[config.mk]
export PLATFORM = sky130hd
export DESIGN_NAME = pio_dw_dealign
export DESIGN_NICKNAME = d
export VERILOG_FILES = /design/src/rtl/pio_dw_dealign_pkg.sv /design/src/rtl/pio_be_decode.sv /design/src/rtl/pio_dw_dealign.sv
export SDC_FILE = /design/constraint.sdc
export NUM_CORES = 1
export LEC_CHECK = 0
export CAP_MARGIN = 20
export CORE_AREA = 2 2 286 288
export CTS_BUF_LIST = sky130_fd_sc_hd__clkbuf_4
export CTS_CLUSTER_DIAMETER = 30
export DETAILED_ROUTE_END_ITERATION = 12
export DIE_AREA = 0 0 288 290
export SKIP_CTS_REPAIR_TIMING = 1
export SLEW_MARGIN = 30
export SYNTH_ARGS = -nofsm -noshare
export SYNTH_HDL_FRONTEND = slang
export SYNTH_HIERARCHICAL = 1
export SYNTH_SLANG_ARGS = --single-unit
[constraint.sdc]
create_clock -name clk -period 4.9 [get_ports clk]
set_input_delay 0.735 -clock clk [delete_from_list [all_inputs] [get_ports clk]]
set_output_delay 0.735 -clock clk [all_outputs]
set_load 0.01 [all_outputs]
[src/rtl/pio_dw_dealign_pkg.sv]
// Shared widths, field offsets and FSM encoding for the PIO DW de-aligner.
package pio_dw_dealign_pkg;

    localparam int PIO_DATA_W     = 256;
    localparam int PIO_KEEP_W     = 8;
    localparam int BYTES_PER_BEAT = 4 * PIO_KEEP_W;
    localparam int ALIGN_HEAD_W   = 108;

    localparam int HEAD_TYPE_HI = 99;
    localparam int HEAD_TYPE_LO = 96;
    localparam int HEAD_ADDR_HI = 95;
    localparam int HEAD_ADDR_LO = 32;
    localparam int HEAD_BLEN_HI = 12;
    localparam int HEAD_BLEN_LO = 0;

    localparam int USER_TYPE_HI  = 107;
    localparam int USER_TYPE_LO  = 104;
    localparam int USER_ADDR_HI  = 95;
    localparam int USER_ADDR_LO  = 32;
    localparam int USER_DWLEN_HI = 18;
    localparam int USER_DWLEN_LO = 8;
    localparam int USER_FBE_HI   = 7;
    localparam int USER_FBE_LO   = 4;
    localparam int USER_LBE_HI   = 3;
    localparam int USER_LBE_LO   = 0;

    typedef enum logic [1:0] {
        S_SOP   = 2'd0,
        S_MID   = 2'd1,
        S_FLUSH = 2'd2
    } state_t;

endpackage

[src/rtl/pio_be_decode.sv]
// Byte-enable decode: first-byte offset, last-DW byte count, packet byte length
// and valid bytes in the final aligned beat.
module pio_be_decode
    import pio_dw_dealign_pkg::*;
(
    input  logic [3:0]  fbe,
    input  logic [3:0]  lbe,
    input  logic [10:0] dw_len,
    output logic [1:0]  off,
    output logic [2:0]  lb,
    output logic [12:0] byte_len,
    output logic [5:0]  vb
);

    logic [2:0] fb;
    logic [3:0] dw_last;

    always_comb begin
        if (fbe[0])      off = 2'd0;
        else if (fbe[1]) off = 2'd1;
        else if (fbe[2]) off = 2'd2;
        else             off = 2'd3;

        fb = {2'b0, fbe[0]} + {2'b0, fbe[1]} + {2'b0, fbe[2]} + {2'b0, fbe[3]};
        lb = {2'b0, lbe[0]} + {2'b0, lbe[1]} + {2'b0, lbe[2]} + {2'b0, lbe[3]};

        if (dw_len == 11'd1)
            byte_len = {10'b0, fb};
        else
            byte_len = {dw_len, 2'b00} - {11'b0, off} - (13'd4 - {10'b0, lb});

        // DWs in the last aligned beat: ((dw_len-1) mod 8) + 1
        dw_last = {1'b0, dw_len[2:0] - 3'd1} + 4'd1;
        vb      = {dw_last, 2'b00} - (6'd4 - {3'b0, lb});
    end

endmodule

[src/rtl/pio_dw_dealign.sv]
// DW-aligned AXI-S request to byte-packed stream; one-beat store-forward
// with a flush beat when the last input beat spills past the shift.
module pio_dw_dealign
    import pio_dw_dealign_pkg::*;
#(
    parameter int USER_WIDTH = ALIGN_HEAD_W,
    parameter int HEAD_WIDTH = ALIGN_HEAD_W
) (
    input  logic                  clk,
    input  logic                  rst_n,
    input  logic                  align_valid,
    input  logic                  align_last,
    input  logic [USER_WIDTH-1:0] align_user,
    input  logic [PIO_DATA_W-1:0] align_data,
    output logic                  align_ready,
    output logic                  unalign_valid,
    output logic                  unalign_last,
    output logic [HEAD_WIDTH-1:0] unalign_head,
    output logic [PIO_DATA_W-1:0] unalign_data,
    input  logic                  unalign_ready
);

    localparam logic [PIO_DATA_W-1:0] ONE = 1;
    localparam int XW = ((HEAD_WIDTH < USER_WIDTH) ? HEAD_WIDTH : USER_WIDTH) - ALIGN_HEAD_W;

    state_t state, state_nx;

    logic [PIO_DATA_W-1:0] hold_q, merged, flushed, raw, keep;
    logic [HEAD_WIDTH-1:0] head_q, head_nx, head_ext;
    logic [12:0] byte_cnt, blen_q;
    logic [5:0]  vb_q;
    logic [1:0]  off_q;
    logic [4:0]  sh;
    logic [4:0]  rem;

    logic [1:0]  dec_off;
    logic [2:0]  dec_lb;
    logic [12:0] dec_blen;
    logic [5:0]  dec_vb;

    logic in_hs, out_hs, fin;
    logic unused;

    pio_be_decode u_dec (
        .fbe      (align_user[USER_FBE_HI:USER_FBE_LO]),
        .lbe      (align_user[USER_LBE_HI:USER_LBE_LO]),
        .dw_len   (align_user[USER_DWLEN_HI:USER_DWLEN_LO]),
        .off      (dec_off),
        .lb       (dec_lb),
        .byte_len (dec_blen),
        .vb       (dec_vb)
    );

    assign unused = ^{dec_lb, align_user};

    if (XW > 0) begin : g_ext
        always_comb begin
            head_ext = '0;
            head_ext[ALIGN_HEAD_W +: XW] = align_user[ALIGN_HEAD_W +: XW];
        end
    end else begin : g_noext
        assign head_ext = '0;
    end

    always_comb begin
        head_nx = head_ext;
        head_nx[HEAD_TYPE_HI:HEAD_TYPE_LO] = align_user[USER_TYPE_HI:USER_TYPE_LO];
        head_nx[HEAD_ADDR_HI:HEAD_ADDR_LO] = {align_user[USER_ADDR_HI:USER_ADDR_LO+2], dec_off};
        head_nx[HEAD_BLEN_HI:HEAD_BLEN_LO] = dec_blen;
    end

    assign off_q  = head_q[HEAD_ADDR_LO+1:HEAD_ADDR_LO];
    assign blen_q = head_q[HEAD_BLEN_HI:HEAD_BLEN_LO];
    assign sh     = {off_q, 3'b000};
    assign rem    = blen_q[4:0];

    assign flushed = hold_q >> sh;
    assign merged  = (off_q == 2'd0) ? hold_q
                   : (flushed | (align_data << (9'd256 - {4'b0, sh})));

    always_comb begin
        state_nx      = state;
        align_ready   = 1'b0;
        unalign_valid = 1'b0;
        unalign_last  = 1'b0;
        raw           = '0;
        unique case (state)
            S_SOP: begin
                align_ready = 1'b1;
                if (align_valid)
                    state_nx = align_last ? S_FLUSH : S_MID;
            end
            S_MID: begin
                unalign_valid = align_valid;
                align_ready   = unalign_ready;
                raw           = merged;
                unalign_last  = align_last && ({4'b0, off_q} >= vb_q);
                if (align_valid && unalign_ready && align_last)
                    state_nx = unalign_last ? S_SOP : S_FLUSH;
            end
            S_FLUSH: begin
                unalign_valid = 1'b1;
                unalign_last  = 1'b1;
                raw           = flushed;
                if (unalign_ready)
                    state_nx = S_SOP;
            end
            default: state_nx = S_SOP;
        endcase
    end

    // zero the tail of a partial final beat
    assign keep = (unalign_last && rem != 5'd0)
                ? ((ONE << {rem, 3'b000}) - ONE) : '1;
    assign unalign_data = unalign_valid ? (raw & keep) : '0;
    assign unalign_head = head_q;

    assign in_hs  = align_valid & align_ready;
    assign out_hs = unalign_valid & unalign_ready;
    assign fin    = out_hs & unalign_last;

    always_ff @(posedge clk or negedge rst_n) begin
        if (!rst_n) begin
            state    <= S_SOP;
            hold_q   <= '0;
            head_q   <= '0;
            vb_q     <= '0;
            byte_cnt <= '0;
        end else begin
            state <= state_nx;
            if (fin)
                hold_q <= '0;
            else if (in_hs)
                hold_q <= align_data;
            if (fin)
                head_q <= '0;
            else if (in_hs && state == S_SOP)
                head_q <= head_nx;
            if (in_hs && state == S_SOP)
                vb_q <= dec_vb;
            if (fin)
                byte_cnt <= '0;
            else if (out_hs)
                byte_cnt <= byte_cnt + 13'(BYTES_PER_BEAT);
        end
    end

    always_ff @(posedge clk) begin
        if (rst_n && unalign_valid)
            assert (unalign_last == ((blen_q - byte_cnt) <= 13'(BYTES_PER_BEAT)));
    end

endmodule

# Yosys cells after proc, flatten, opt, wreduce, memory -nomap -nowiden
# Index checks and enable logic that the tools add are counted.
word_totals:
  reg_bits: 372
  out_inout_bits: 367
  in_bits: 369
classes:
  order_cmp: 1
  n_mux: 21
  shift: 3
  n_bitwise: 5
  n_eq_ne: 6
  add_sub_neg: 15
  n_reduce_logical: 11
ops:
  columns: ["operator", "count"]
  rows:
  - ["2-to-1 mux 256 bit", 5]
  - ["case mux 256 bit (2 select lines)", 1]
  - ["bitwise AND 256 bit", 1]
  - ["OR 256 bit", 1]
  - ["<< shifter 1 x 8 -> 256 bit, first input constant", 1]
  - ["<< shifter 256 x 9 -> 256 bit", 1]
  - ["right shift 256 x 5 -> 256 bit", 1]
  - ["subtractor 256 x 1 -> 256 bit, second input constant", 1]
  - ["2-to-1 mux 108 bit", 2]
  - ["2-to-1 mux 2 bit", 7]
  - ["2-to-1 mux 13 bit", 1]
  - ["subtractor 13 bit", 1]
  - ["subtractor 13 x 2 -> 13 bit", 1]
  - ["adder 3 x 1 -> 3 bit", 4]
  - ["equality test 11 x 1 -> 1 bit, second input constant", 1]
  - ["subtractor 9 x 5 -> 9 bit, first input constant", 1]
  - ["subtractor 3 x 3 -> 4 bit, first input constant", 2]
  - [">= comparator 2 x 6 -> 1 bit", 1]
  - ["!= test 2 bit, second input constant", 3]
  - ["case mux 1 bit (2 select lines)", 3]
  - ["case mux 2 bit (3 select lines)", 1]
  - ["subtractor 6 bit", 1]
  - ["logical AND 1 bit", 5]
  - ["nonzero test 5 bit", 1]
  - ["other kinds (10)", 15]

# Depth between registers and ports, before layout
logic_depth:
  depth_word: 8
  mapped_depth: 17
  mapped_depth_nobuf: 17

# By module
# Netlist, hierarchy kept.
by_module_without_submodules:
  columns: ["module", "n_inst", "area_each_um2", "seq_area_each_um2", "cells_per_inst"]
  rows:
  - ["pio_dw_dealign", 1, 24055.6, 8633.3, 3214]
  - ["pio_be_decode", 1, 1282.5, 0.0, 174]

# Worst setup path before layout
# No wires, ideal clock.
synth_path:
  path_type: "in2reg"
  from: "input port align_user[0]"
  to: "register head_q[9], in the netlist unalign_head[9]"
  required_ns: 4.823
  arrival_ns: 4.101
  stages: 16
  setup_ns: 0.077
  slack_ns: 0.721
  path_buffers: 0
  path_cell_list: "fa_1 -> ha_1 -> ha_1 -> inv_1 -> o21ai_1 -> inv_1 -> ha_1 -> inv_1 -> ha_1 -> nor2b_4 -> o31a_1 -> or4_1 -> a31oi_1 -> mux2i_1 -> nand2_1 -> a21oi_1"
synth_between:
  elab_chain_cells: 8
synth_rtl:
  columns: ["element", "line", "source"]
  rows:
  - ["start, declared", "pio_dw_dealign.sv:13", "input logic [USER_WIDTH-1:0] align_user,"]
  - ["adder 1 x 1 -> 2 bit", "pio_be_decode.sv:25", "lb = {2'b0, lbe[0]} + {2'b0, lbe[1]} + {2'b0, lbe[2]} + {2'b0, lbe[3]};"]
  - ["adder 3 x 1 -> 3 bit (2 in series)", "pio_be_decode.sv:25", null]
  - ["subtractor 3 x 3 -> 4 bit", "pio_be_decode.sv:30", "byte_len = {dw_len, 2'b00} - {11'b0, off} - (13'd4 - {10'b0, lb});"]
  - ["subtractor 13 bit", "pio_be_decode.sv:30", null]
  - ["2-to-1 mux 13 bit", "pio_be_decode.sv:27", "if (dw_len == 11'd1)"]
  - ["named net dec_blen[9]", "pio_dw_dealign.sv:38", "logic [12:0] dec_blen;"]
  - ["2-to-1 mux 108 bit", "pio_dw_dealign.sv:137", "else if (in_hs && state == S_SOP)"]
  - ["2-to-1 mux 108 bit", "pio_dw_dealign.sv:135", "if (fin)"]
  - ["end signal, assigned", "pio_dw_dealign.sv:138", "head_q <= head_nx;"]
  - ["end, declared", "pio_dw_dealign.sv:29", "logic [HEAD_WIDTH-1:0] head_q, head_nx, head_ext;"]
# The timed path passes the listed nets, and every way through them passes these cells. The select of a mux whose other input is x is not followed.
# A chain may end at the register's enable or synchronous reset.

# Worst setup path in the final report
layout_path:
  from: "register head_q[32], in the netlist unalign_head[32]"
  to: "output port unalign_data[203]"
layout_between:
  elab_chain_cells: 7
  word_cells_on_any_way: 14
  classes_between: "add/sub (1); order compare (1); shift (2); mux (5); bitwise (2); reduce/logical (3)"
layout_rtl:
  columns: ["element", "line", "source"]
  rows:
  - ["subtractor 9 x 5 -> 9 bit / >= comparator 2 x 6 -> 1 bit (equally long branches)", "pio_dw_dealign.sv:79, pio_dw_dealign.sv:97", null]
  - ["<< shifter 256 x 9 -> 256 bit / logical AND 1 bit (equally long branches)", "pio_dw_dealign.sv:79, pio_dw_dealign.sv:97", null]
  - ["OR 256 bit / case mux 1 bit (2 select lines) (equally long branches)", "pio_dw_dealign.sv:79, pio_dw_dealign.sv:87", null]
  - ["2-to-1 mux 256 bit / logical AND 1 bit (equally long branches)", "pio_dw_dealign.sv:78, pio_dw_dealign.sv:113", null]
  - ["case mux 256 bit (2 select lines) / 2-to-1 mux 256 bit (equally long branches)", "pio_dw_dealign.sv:87, pio_dw_dealign.sv:114", null]
  - ["bitwise AND 256 bit *", "pio_dw_dealign.sv:115", "assign unalign_data = unalign_valid ? (raw & keep) : '0;"]
  - ["2-to-1 mux 256 bit *", "pio_dw_dealign.sv:115", null]
  - ["end, declared", "pio_dw_dealign.sv:19", "output logic [PIO_DATA_W-1:0] unalign_data,"]
# Every way passes the cells marked *; elsewhere a longest branch is shown, timed or not.

==> summary.md <==
| Metric | Value |
|---|---|
| Synth Area in Adders | `about 2.4%` |
| Internal power | `between 0.01 and 0.015 W` |
| Clock slew at reported path FFs | `roughly 0.070 ns` |
| Synth Area in Compound Gates | `21.9%` |
| Post-route ant nets | `0` |
| First-pass GRT wire length | `181 mm` |
| Largest net degree at the start of global routing | `a little over 200` |
| Number of global-route vias before repair | `around 27000` |
| CORE AREA | `about 80000 um2` |
| Logic pwr share | `between 60% and 70%` |
| Async SR Flop Fraction | `100%` |
| Setup CP Type | `reg2out` |
| Die Width | `around 290 um` |
| Hold_ws | `approximately 0.35 ns` |
| Crit-path max cell delay | `between 0.6 and 0.7 ns` |
| Min-Delay Path Class | `in2reg` |
| Root Driver | `clkbuf_4` |
| Routed via count | `28495` |
| Synthesis-to-layout area growth | `37.8%` |
| Via/cell ratio | `5.52` |
| Worst-Margin Slew | `around 0.96 ns` |
| TritonCTS buffer count | `approximately 120` |
| Ys Warns | `6` |
| Final critical-path required period | `roughly 4.8 ns` |
| Mapped Cells | `approximately 3400` |
| Residual DRC | `0` |
| Number of synthesized flops with an enable pin | `0` |
| CTS tree | `built` |
| Max Fanout on Critical Path | `11` |
| Sw Pwr | `0.0129 W` |
| CP arrival | `around 4 ns` |
| Post-DR wirelength/cell | `roughly 24 um` |
| Gp weighted congestion | `0.957` |
| I/O pins | `736` |
| Setup crit start kind | `register` |
| Initial antenna violation count | `17` |
| GRT Residual Overflow | `0` |
| Clk pwr share | `12.6%` |
| FF+latch count, synth | `approximately 350` |
| Simple-gate share of the synthesized area | `between 20% and 30%` |
| Required time worst endpoint | `4.16 ns` |
| Largest family of logic cells by synthesized area | `simple AND/OR/NAND/NOR gates` |
| Area of the mapped netlist | `approximately 25000 um2` |
| Top-area cell type share of the netlist area | `34.1%` |
| Worst-path cell chain | `clkinvlp_4 -> ha_1 -> nand2b_1 -> a211o_2 -> nand4_4 -> o21ai_2 -> nor2_1 -> clkdlybuf4s50_1` |
| IO buf count | `685` |
| Row count | `between 100 and 150` |
| Final setup violation count | `0` |
| Leakage | `14.4 nW` |
| Maximum clock rate | `210 MHz` |
| Final Hold Viols | `0` |
| Die Ht | `290 um` |
| Post-synth cell types | `81` |
| Skew final | `around 0.073 ns` |
| Synth cell count leaders | `1126 x nand2_1, 383 x a21oi_1, 345 x dfrtp_1` |
| Peak supply drop | `about 0.43 mV` |
| Share of cells above drive strength 1 | `under 10%` |
| Top post-synthesis cells by area | `dfrtp_1 34%, nand2_1 17%, mux2i_1 9.1%` |
| DR iter-0 viols | `2879` |
| Status | `complete, no violations` |
| First-pass DRT Iterations | `6` |
| H-tree depth | `3` |
| WP buf/inv | `2` |
| Final HPWL DP | `about 90 mm` |
| Seq/Total Area, Yosys | `between 30% and 40%` |
| Synth area leader | `dfrtp_1` |
| Worst-Skew Late Latency | `a little over 0.9 ns` |
| XOR/XNOR Fraction of Synth Area | `less than 1%` |
| Final worst-path cycle share | `97.0%` |
| Slew headroom | `roughly 36%` |
| Sequential power share | `23.1%` |
| Setup_tns | `0 ns` |
| GRT Overall Usage | `around 28%` |
| Die area | `~84000 um2` |
| Initial Utilization | `approximately a third` |
| # clock sinks | `between 300 and 400` |
| Fin nets | `between 4000 and 5000` |
| Syn Area/Cell | `about 7.5 um2` |
| CP max-delay cell | `clkdlybuf4s50_1` |
| Crit. End Element | `primary output` |
| Net Sw Frac | `~52%` |
| Most common cell in the synthesized netlist | `nand2_1` |
| Max-cap viol count | `0` |
| Power per Cell Area | `710 nW/um2` |
| Final-report max-slew violation count | `0` |
| Synth Flop Type | `dfrtp_1` |
| Mux cell area share after synthesis | `between 10 and 15%` |
| CP top delay family | `buffers and inverters` |
| Clock Path Buffers | `3` |
| WL final | `~130 mm` |
## worst reg2reg max path, cell delays in order (launching register included)
cell and delay [ns]:
dfrtp_1 0.38, inv_1 0.10, ha_1 0.39, a21o_1 0.14, nand2_2 0.06, inv_2 0.53
nand2_1 0.20, nor2_4 0.40, buf_16 0.23, buf_12 0.27, a21oi_1 0.18
## layout by cell type, fill, tap and decap left out, types with 5 or more instances in the layout
cell,Yosys,layout
clkinv_1,0,35
buf_4,43,66
o21ai_2,18,22
clkinv_2,0,14
nand2_1,1126,1123
dlymetal6s2s_1,0,7
a211oi_1,18,18
buf_12,0,24
a32oi_1,182,181
mux2_2,27,27
mux2i_1,230,230
o2bb2ai_1,17,17
nor3_2,9,12
a222oi_1,5,5
xor2_1,10,10
a221oi_1,7,7
ha_1,43,40
nand2b_1,21,21
nor2b_1,9,7
conb_1,1,27
nor3_1,30,26
a31oi_1,11,11
o211ai_1,5,5
a22oi_1,58,58
dfrtp_1,345,342
o21ai_0,60,60
a21o_1,10,10
clkbuf_4,0,162
xnor2_1,7,7
diode_2,0,11
inv_1,56,52
a21oi_1,383,382
nor2_1,266,263
o22ai_1,10,10
a22o_1,9,9
nand4_1,7,7
clkdlybuf4s50_1,0,669
## routing by layer
metal	wire length, um	part of all wire, %	vias to the layer above	global-route usage (%)
met2	58000	46	1498	45.0
met4	4740	3.8	10	12.0
met5	69	0.055	-	0
met1	51100	41	13747	36.9
li1	-	-	12987	-
met3	11400	9.1	253	6.96
## logic make-up (layout without fill, tap and decap cells)
kind of cell,count (synthesis),in the layout
muxes,257,257
and+or+nand+nor,1505,1508
AOI/OAI and AO/OA,839,839
DFF,345,345
other,1,38
adders and majority gates,46,46
buffers and inverters,378,1052
xor gates and xnor gates,17,17
## stage by stage
step | cell area (um2) | std cells | utilization [%] | total power (W) | worst slack, ns
finish | 34900 | 5162 | 43.6 | 0.0248 | 0.147
global route | 34900 | 5162 | 43.6 | 0.0265 | -0.00200
CTS | 34400 | 5118 | 42.9 | 0.0242 | -0.555
detailed placement | 32900 | 4901 | 41.0 | 0.0210 | 0.00783
global placement | 32900 | 4901 | 41.0 | 0.0208 | 0.0551
floorplan | 25400 | 3414 | - | 0.0148 | 0.721
## state kept, by name (all words and copies together) (netlist names)
| name | cells |
|---|---|
| hold_q | 256 |
| unalign_head | 81 |
| vb_q | 6 |
| state | 2 |
## power groups by stage
stage | combinational [W] | sequential [W] | clock (W)
floorplan | 0.00952 | 0.00526 | 0
global placement | 0.0151 | 0.00570 | 0
detailed placement | 0.0152 | 0.00575 | 0
CTS | 0.0153 | 0.00571 | 0.00322
global route | 0.0172 | 0.00589 | 0.00338
finish | 0.0160 | 0.00573 | 0.00312
## final cells by class
cell class | instances | area (um2)
Antenna cell | 11 | 27.5
Timing Repair Buffer | 777 | 7970
Multi-Input combinational cell | 2694 | 15200
Clock inverter | 55 | 265
Clock buffer | 162 | 1220
Sequential cell | 345 | 8640
Fill cell | 8348 | 45200
Tap cell | 1060 | 1330
Inverter | 58 | 236
## final timing paths
check / to / slack (ns) / start / cells past startpoint
setup / recovery: unalign_data[203] / 0.15 / unalign_head[32] / 8
hold / removal: unalign_head[45] / 0.35 / align_user[45] / 3
setup reg to reg: hold_q[33] / 1.89 / state[0] / 10
hold reg to reg: vb_q[0] / 0.51 / vb_q[0] / 2
max in group asynchronous: hold_q[22] / 3.16 / rst_n / 3
min in group asynchronous: unalign_head[84] / 0.48 / rst_n / 2
(Power assumes the default switching activity.)
